## src/rtl/std_cache_pkg.sv

```systemverilog
// Shared definitions for the dcache SRAM port scheduler.
//  DCACHE_NR_SRAM_PORTS : default number of requesters on the shared SRAM port
//  SRAM_PORT_MISS       : port index reserved for the miss handler
//  sram_port_idx_t      : port index type for the default configuration
//  rr_next()            : round-robin pointer advance over ports 1..nr_ports-1
package std_cache_pkg;

    localparam int unsigned DCACHE_NR_SRAM_PORTS = 4;
    localparam int unsigned SRAM_PORT_MISS       = 0;

    typedef logic [$clog2(DCACHE_NR_SRAM_PORTS)-1:0] sram_port_idx_t;

    // Pointer after a grant to port idx; port 0 never takes part in round-robin,
    // so the pointer wraps from the last port back to 1.
    function automatic int unsigned rr_next(input int unsigned idx, input int unsigned nr_ports);
        if (idx >= nr_ports - 1) begin
            return 1;
        end else begin
            return idx + 1;
        end
    endfunction

endpackage

```

## src/rtl/dcache_rr_pick.sv

```systemverilog
// Combinational first-set finder starting from a pointer.
//  vec_i   : candidate vector
//  ptr_i   : search start index (search wraps to index 0 after WIDTH-1)
//  found_o : any bit of vec_i set
//  idx_o   : first set index at/after ptr_i, else lowest set index (0 when none)
module dcache_rr_pick #(
    parameter int unsigned WIDTH = 4,
    localparam int unsigned IDX_W = (WIDTH > 1) ? $clog2(WIDTH) : 1
) (
    input  logic [WIDTH-1:0] vec_i,
    input  logic [IDX_W-1:0] ptr_i,
    output logic             found_o,
    output logic [IDX_W-1:0] idx_o
);

    logic [WIDTH-1:0] hi_vec_s;

    // Lowest set bit of a vector; descending scan so the lowest index wins.
    function automatic logic [IDX_W-1:0] lowest_set(input logic [WIDTH-1:0] v);
        logic [IDX_W-1:0] idx;
        idx = {IDX_W{1'b0}};
        for (int i = WIDTH - 1; i >= 0; i--) begin
            if (v[i]) begin
                idx = IDX_W'(i);
            end else begin
                idx = idx;
            end
        end
        return idx;
    endfunction

    // Keep only candidates at or after the pointer.
    always_comb begin
        hi_vec_s = {WIDTH{1'b0}};
        for (int i = 0; i < WIDTH; i++) begin
            hi_vec_s[i] = vec_i[i] & (i >= int'(ptr_i));
        end
    end

    // Prefer the upper segment; fall back to the wrapped search from index 0.
    always_comb begin
        found_o = |vec_i;
        if (|hi_vec_s) begin
            idx_o = lowest_set(hi_vec_s);
        end else begin
            idx_o = lowest_set(vec_i);
        end
    end

endmodule

```

## src/rtl/dcache_sram_sched_chk.sv

```systemverilog
// Protocol checker for dcache_sram_sched.
//  req_i/gnt_i       : scheduler request and grant vectors
//  lock_q_i/owner_q_i: lock state and lock owner of the scheduler
module dcache_sram_sched_chk #(
    parameter int unsigned NR_PORTS = 4,
    parameter int unsigned IDX_W    = 2
) (
    input logic                clk_i,
    input logic                rst_ni,
    input logic [NR_PORTS-1:0] req_i,
    input logic [NR_PORTS-1:0] gnt_i,
    input logic                lock_q_i,
    input logic [IDX_W-1:0]    owner_q_i
);

    logic [NR_PORTS-1:0] req_q_r;

    // Previous-cycle requests, to relate a held lock to the request that created it.
    always_ff @(posedge clk_i or negedge rst_ni) begin
        if (!rst_ni) begin
            req_q_r <= {NR_PORTS{1'b0}};
        end else begin
            req_q_r <= req_i;
        end
    end

    a_gnt_onehot0: assert property (@(posedge clk_i) disable iff (!rst_ni) $onehot0(gnt_i));
    a_gnt_subset:  assert property (@(posedge clk_i) disable iff (!rst_ni) (gnt_i & ~req_i) == {NR_PORTS{1'b0}});
    a_lock_has_req: assert property (@(posedge clk_i) disable iff (!rst_ni) lock_q_i |-> req_q_r[owner_q_i]);

endmodule

```

## src/rtl/dcache_sram_sched.sv

```systemverilog
// Scheduler for the shared dcache SRAM port (data/tag/valid-dirty arrays).
//  clk_i/rst_ni : clock, async active-low reset
//  req_i        : per-port request (port 0 = miss handler)
//  we_i         : request is a write (no read data returned)
//  lock_i       : keep the grant next cycle (RMW sequence), meaningful with req_i
//  gnt_o        : one-hot grant, combinational
//  sel_o        : index of the granted port (0 when none)
//  rvalid_o     : read data for last cycle's grant is valid now
//  rowner_o     : port owning the rvalid_o data
//  starve_o     : this cycle's grant was forced by the wait guard
// Priority: held lock > aged port (lowest index) > miss handler > round-robin 1..N-1.
module dcache_sram_sched
    import std_cache_pkg::*;
#(
    parameter int unsigned NR_PORTS = DCACHE_NR_SRAM_PORTS,
    parameter int unsigned MAX_WAIT = 8,
    parameter int unsigned LOCK_MAX = 16,
    localparam int unsigned IDX_W   = $clog2(NR_PORTS)
) (
    input  logic                clk_i,
    input  logic                rst_ni,
    input  logic [NR_PORTS-1:0] req_i,
    input  logic [NR_PORTS-1:0] we_i,
    input  logic [NR_PORTS-1:0] lock_i,
    output logic [NR_PORTS-1:0] gnt_o,
    output logic [IDX_W-1:0]    sel_o,
    output logic                rvalid_o,
    output logic [IDX_W-1:0]    rowner_o,
    output logic                starve_o
);

    localparam int unsigned WAIT_W = $clog2(MAX_WAIT + 1);
    localparam int unsigned LCNT_W = (LOCK_MAX > 2) ? $clog2(LOCK_MAX) : 1;

    logic [IDX_W-1:0]    rr_ptr_r, owner_r, rowner_r;
    logic [WAIT_W-1:0]   wait_cnt_r [1:NR_PORTS-1];
    logic                lock_r, rvalid_r;
    logic [LCNT_W-1:0]   lock_cnt_r;

    logic [NR_PORTS-1:0] rr_vec_s, starve_vec_s, gnt_s;
    logic                lock_hit_s, starve_found_s, rr_found_s, adv_s, starve_s, any_gnt_s;
    logic [IDX_W-1:0]    starve_idx_s, rr_idx_s, sel_s;
    logic [IDX_W-1:0]    rr_ptr_n_s, owner_n_s, rowner_n_s;
    logic [WAIT_W-1:0]   wait_cnt_n_s [1:NR_PORTS-1];
    logic                lock_n_s, rvalid_n_s;
    logic [LCNT_W-1:0]   lock_cnt_n_s;

    // Candidate vectors: port 0 never ages and never joins round-robin.
    always_comb begin
        starve_vec_s = {NR_PORTS{1'b0}};
        rr_vec_s     = req_i;
        rr_vec_s[0]  = 1'b0;
        for (int k = 1; k < NR_PORTS; k++) begin
            starve_vec_s[k] = req_i[k] & (wait_cnt_r[k] == WAIT_W'(MAX_WAIT));
        end
    end

    assign lock_hit_s = lock_r & req_i[owner_r];

    dcache_rr_pick #(.WIDTH(NR_PORTS)) u_starve_pick (
        .vec_i   (starve_vec_s),
        .ptr_i   (IDX_W'(1)),
        .found_o (starve_found_s),
        .idx_o   (starve_idx_s)
    );

    dcache_rr_pick #(.WIDTH(NR_PORTS)) u_rr_pick (
        .vec_i   (rr_vec_s),
        .ptr_i   (rr_ptr_r),
        .found_o (rr_found_s),
        .idx_o   (rr_idx_s)
    );

    // Priority mux selecting the single winner of this cycle.
    always_comb begin
        gnt_s    = {NR_PORTS{1'b0}};
        sel_s    = {IDX_W{1'b0}};
        starve_s = 1'b0;
        adv_s    = 1'b0;
        if (lock_hit_s) begin
            sel_s = owner_r;
        end else if (starve_found_s) begin
            sel_s    = starve_idx_s;
            starve_s = 1'b1;
            adv_s    = 1'b1;
        end else if (req_i[SRAM_PORT_MISS]) begin
            sel_s = IDX_W'(SRAM_PORT_MISS);
        end else if (rr_found_s) begin
            sel_s = rr_idx_s;
            adv_s = 1'b1;
        end else begin
            sel_s = {IDX_W{1'b0}};
        end
        any_gnt_s = lock_hit_s | starve_found_s | req_i[SRAM_PORT_MISS] | rr_found_s;
        if (any_gnt_s) begin
            gnt_s[sel_s] = 1'b1;
        end else begin
            gnt_s = {NR_PORTS{1'b0}};
        end
    end

    // Next-state for pointer, wait counters, read tracking and lock.
    always_comb begin
        if (adv_s) begin
            rr_ptr_n_s = IDX_W'(rr_next(int'(sel_s), NR_PORTS));
        end else begin
            rr_ptr_n_s = rr_ptr_r;
        end

        // Aging runs during locked cycles too, so a long RMW still raises starvation.
        for (int k = 1; k < NR_PORTS; k++) begin
            if (req_i[k] && !gnt_s[k]) begin
                if (wait_cnt_r[k] == WAIT_W'(MAX_WAIT)) begin
                    wait_cnt_n_s[k] = wait_cnt_r[k];
                end else begin
                    wait_cnt_n_s[k] = wait_cnt_r[k] + WAIT_W'(1);
                end
            end else begin
                wait_cnt_n_s[k] = {WAIT_W{1'b0}};
            end
        end

        rvalid_n_s = any_gnt_s & ~we_i[sel_s];
        if (any_gnt_s) begin
            rowner_n_s = sel_s;
        end else begin
            rowner_n_s = rowner_r;
        end

        // A locked run, counting the grant that set it, lasts at most LOCK_MAX grants.
        owner_n_s    = owner_r;
        lock_n_s     = 1'b0;
        lock_cnt_n_s = {LCNT_W{1'b0}};
        if (lock_hit_s) begin
            if (!lock_i[owner_r] || (int'(lock_cnt_r) + 1 >= int'(LOCK_MAX) - 1)) begin
                lock_n_s     = 1'b0;
                lock_cnt_n_s = {LCNT_W{1'b0}};
            end else begin
                lock_n_s     = 1'b1;
                lock_cnt_n_s = lock_cnt_r + LCNT_W'(1);
            end
        end else if (any_gnt_s && lock_i[sel_s]) begin
            lock_n_s     = 1'b1;
            owner_n_s    = sel_s;
            lock_cnt_n_s = {LCNT_W{1'b0}};
        end else begin
            lock_n_s     = 1'b0;
            lock_cnt_n_s = {LCNT_W{1'b0}};
        end
    end

    // Scheduler state registers.
    always_ff @(posedge clk_i or negedge rst_ni) begin
        if (!rst_ni) begin
            rr_ptr_r   <= IDX_W'(1);
            owner_r    <= {IDX_W{1'b0}};
            lock_r     <= 1'b0;
            lock_cnt_r <= {LCNT_W{1'b0}};
            rvalid_r   <= 1'b0;
            rowner_r   <= {IDX_W{1'b0}};
            for (int k = 1; k < NR_PORTS; k++) begin
                wait_cnt_r[k] <= {WAIT_W{1'b0}};
            end
        end else begin
            rr_ptr_r   <= rr_ptr_n_s;
            owner_r    <= owner_n_s;
            lock_r     <= lock_n_s;
            lock_cnt_r <= lock_cnt_n_s;
            rvalid_r   <= rvalid_n_s;
            rowner_r   <= rowner_n_s;
            for (int k = 1; k < NR_PORTS; k++) begin
                wait_cnt_r[k] <= wait_cnt_n_s[k];
            end
        end
    end

    assign gnt_o    = gnt_s;
    assign sel_o    = sel_s;
    assign starve_o = starve_s;
    assign rvalid_o = rvalid_r;
    assign rowner_o = rowner_r;

    dcache_sram_sched_chk #(.NR_PORTS(NR_PORTS), .IDX_W(IDX_W)) u_chk (
        .clk_i     (clk_i),
        .rst_ni    (rst_ni),
        .req_i     (req_i),
        .gnt_i     (gnt_s),
        .lock_q_i  (lock_r),
        .owner_q_i (owner_r)
    );

endmodule

```

## config.mk

```make
export PLATFORM = sky130hd
export DESIGN_NAME = dcache_sram_sched
export DESIGN_NICKNAME = d
export VERILOG_FILES = /design/src/rtl/std_cache_pkg.sv /design/src/rtl/dcache_rr_pick.sv /design/src/rtl/dcache_sram_sched_chk.sv /design/src/rtl/dcache_sram_sched.sv
export SDC_FILE = /design/constraint.sdc
export NUM_CORES = 1
export LEC_CHECK = 0
export BUFFER_PORTS_ARGS = -buffer_cell sky130_fd_sc_hd__buf_4
export CAP_MARGIN = 15
export CELL_PAD_IN_SITES_DETAIL_PLACEMENT = 0
export CELL_PAD_IN_SITES_GLOBAL_PLACEMENT = 2
export CORE_MARGIN = 2
export CORE_UTILIZATION = 38
export DETAILED_ROUTE_END_ITERATION = 10
export PLACE_DENSITY = 0.88
export SETUP_SLACK_MARGIN = 0.1
export SLEW_MARGIN = 0
export SYNTH_ARGS = -nofsm -noshare
export SYNTH_HDL_FRONTEND = slang
export SYNTH_SLANG_ARGS = --single-unit
export TNS_END_PERCENT = 10
```

## constraint.sdc

```tcl
create_clock -name clk_i -period 4.8 [get_ports clk_i]
set_clock_uncertainty 0.2 [all_clocks]
set_input_delay 0.96 -clock clk_i [delete_from_list [all_inputs] [get_ports clk_i]]
set_output_delay 0.96 -clock clk_i [all_outputs]
set_load 0.1 [all_outputs]
```

==> results_dict.tcl <==
set metrics [dict create \
    run_status "complete, no violations" \
    viasPerCell 5.10 \
    num_rows 23 \
    firstDrtPassIters 4 \
    drt_first_iter_violations 59 \
    start_kind "input port" \
    hold_viol 0 \
    io_buffer_count 23 \
    die_area_um2 4550 \
    p_leak_nw 0.888 \
    crit_fanout 9 \
    die_w_um 67.5 \
    slew_headroom 0.760 \
    grt_max_degree 25 \
    rsz0062_at_grt "false" \
    clockBufferDepth 2 \
    async_flop_share 1.00 \
    synth_ff_type "dfrtp_1" \
    clkLatencyLatePin_ns 0.27 \
    dp.cells 227 \
    ys_ff_latch 24 \
    fin_cells 231 \
    slew_viol_final 0 \
    maxCapViolCount 0 \
    fillers 373 \
    postRouteAntennaNets 0 \
    start_util 0.388 \
    setup_slack_ns 0.800 \
    synth_cell_types 35 \
    die_y_um 67.5 \
    gr-total-overflow 0 \
    path_clk_slew_ns 0.08 \
    area_growth_pct 19.4 \
    cts_buffers 3 \
    layout-drive-gt1-share 0.204 \
    syn_area_um2 1530 \
    num_io_pins 24 \
    gp_congestion 0.809 \
    routed_wl_mm 3.22 \
    dr_total_vias 1179 \
    cts_setup_buffers 0 \
    cts-root-buf "clkbuf_8" \
    cts-htree-levels 1 \
    synth-seq-area-share 0.393 \
    antenna_found_initial 0 \
    cts_hold_buf 0 \
    post-place-ws_ns 0.793 \
    cts_tree "yes" \
    core_um2 3940 \
    synthCells 154 \
    final_nets 209 \
    required_ns 3.64 \
    syn_nets 181 \
    min_period_over_period 0.833 \
    endpoint_kind "output pin" \
    vdd_drop_max_mv 0.572 \
    critical_path_class "input port to output pin" \
    hold_class "register to register" \
    drc 0 \
    grt_pass1_wl_mm 5.41 \
    clock-sinks 24 \
    grt.total_usage 0.159 \
    tightest_slew_ns 0.360 \
    cp.arrival_ns 2.84 \
    synth.avg_cell_area_um2 9.94 \
    finalPower_mw 1.05 \
    p_per_area_nw_per_um2 575 \
    final.min_clock_period_ns 4.00 \
    place_hpwl_mm 2.47 \
    final_common_cell "buf_4" \
    ys_warn_count 0 \
    setup_viol 0 \
    final_cell_mix "buf_4 (24), dfrtp_1 (23), nor2_1 (16)" \
    fmax_mhz 250 \
    post_cts_resize_count 0 \
    grt_pass1_vias 1226 \
    wire_per_inst_um 13.9 \
    synth_edf_count 0 \
    antennaDiodeCount 0 \
]
==> routing by layer <==
metal | wire length (µm) | vias to the layer above | GRT usage
met5 | 0 | - | 0
met1 | 1570 | 565 | 0.212
met2 | 1470 | 25 | 0.259
li1 | - | 584 | -
met4 | 48 | 0 | 0.0663
met3 | 125 | 5 | 0.0200
==> worst max-delay path, stage by stage <==
cell      delay (ns)
buf_4           0.14
mux2i_1         0.23
o22a_4          0.24
a21boi_4        0.22
a21o_1          0.28
inv_1           0.18
ha_1            0.22
nor2b_1         0.13
buf_4           0.23
==> path summary, 6_finish.rpt <==
check                           slack, ns     startpoint             to  depth (start not counted)
worst max-delay path                 0.80       req_i[3]       gnt_o[1]                          9
worst min-delay path                 0.30    rowner_o[0]    rowner_o[0]                          2
worst max register to register       2.09  wait_cnt_r[4]  wait_cnt_r[2]                         10
worst min register to register       0.30    rowner_o[0]    rowner_o[0]                          2
max in group asynchronous            3.73         rst_ni    rr_ptr_r[0]                          1
min in group asynchronous            0.38         rst_ni  wait_cnt_r[2]                          1
==> where the power goes <==
part	total (mW)	internal [mW]	switching, mW
Clock	0.138	0.0733	0.0645
Combinational	0.604	0.184	0.420
Sequential	0.309	0.259	0.0500
==> per-stage QoR <==
stage	TNS, ns	area, µm²	utilization	hold WS (ns)
global route	0	1830	0.464	0.338
detailed placement	0	1770	0.450	0.273
floorplan	-0.959	1530	-	0.266
finish	0	1830	0.464	0.297
CTS	0	1830	0.464	0.303
global placement	0	1770	0.450	0.267
==> synth_stat cells, types with 2 or more instances <==
master / n / area [µm²]
inv_1: 10 / 37.5
dfrtp_1: 23 / 576
mux2_2: 3 / 33.8
nor2_1: 16 / 60.1
nor3_1: 5 / 25.0
and4b_1: 2 / 20.0
ha_1: 13 / 163
o21ai_0: 2 / 10.0
nand2_1: 12 / 45.0
nand3_1: 10 / 50.1
a21oi_1: 6 / 30.0
nor2b_1: 5 / 31.3
xnor2_1: 7 / 61.3
xor2_1: 5 / 43.8
o22ai_1: 2 / 12.5
a21o_1: 2 / 15.0
nand2b_1: 5 / 31.3
and3b_1: 2 / 17.5
mux2i_1: 8 / 80.1
==> flip-flops by register name, summed over array words and instances, names as in the netlist <==
name / flops
rowner_o: 2
rr_ptr_r: 2
wait_cnt_r: 12
lock_r: 1
lock_cnt_r: 4
owner_r: 2
rvalid_o: 1
==> cell type report <==
class                      instances  area [µm²]  area share
multi-input combinational        119         891       0.487
sequential                        24         602       0.329
tap                               50        62.6      0.0342
clock buffer                       4        55.1      0.0301
inverter                          10        37.5      0.0205
timing repair buffer              24         180      0.0986
==> cells by family after synthesis <==
family	after synthesis	synth area share
AND/OR/NAND/NOR	63	0.220
flip-flops	24	0.393
AO/OA/AOI/OAI	18	0.0866
multiplexers	13	0.0989
adder cells (fa/ha/maj)	13	0.106
XOR/XNOR	12	0.0686
buffers and inverters	11	0.0270
No activity file was read; power rests on OpenSTA's default activity.
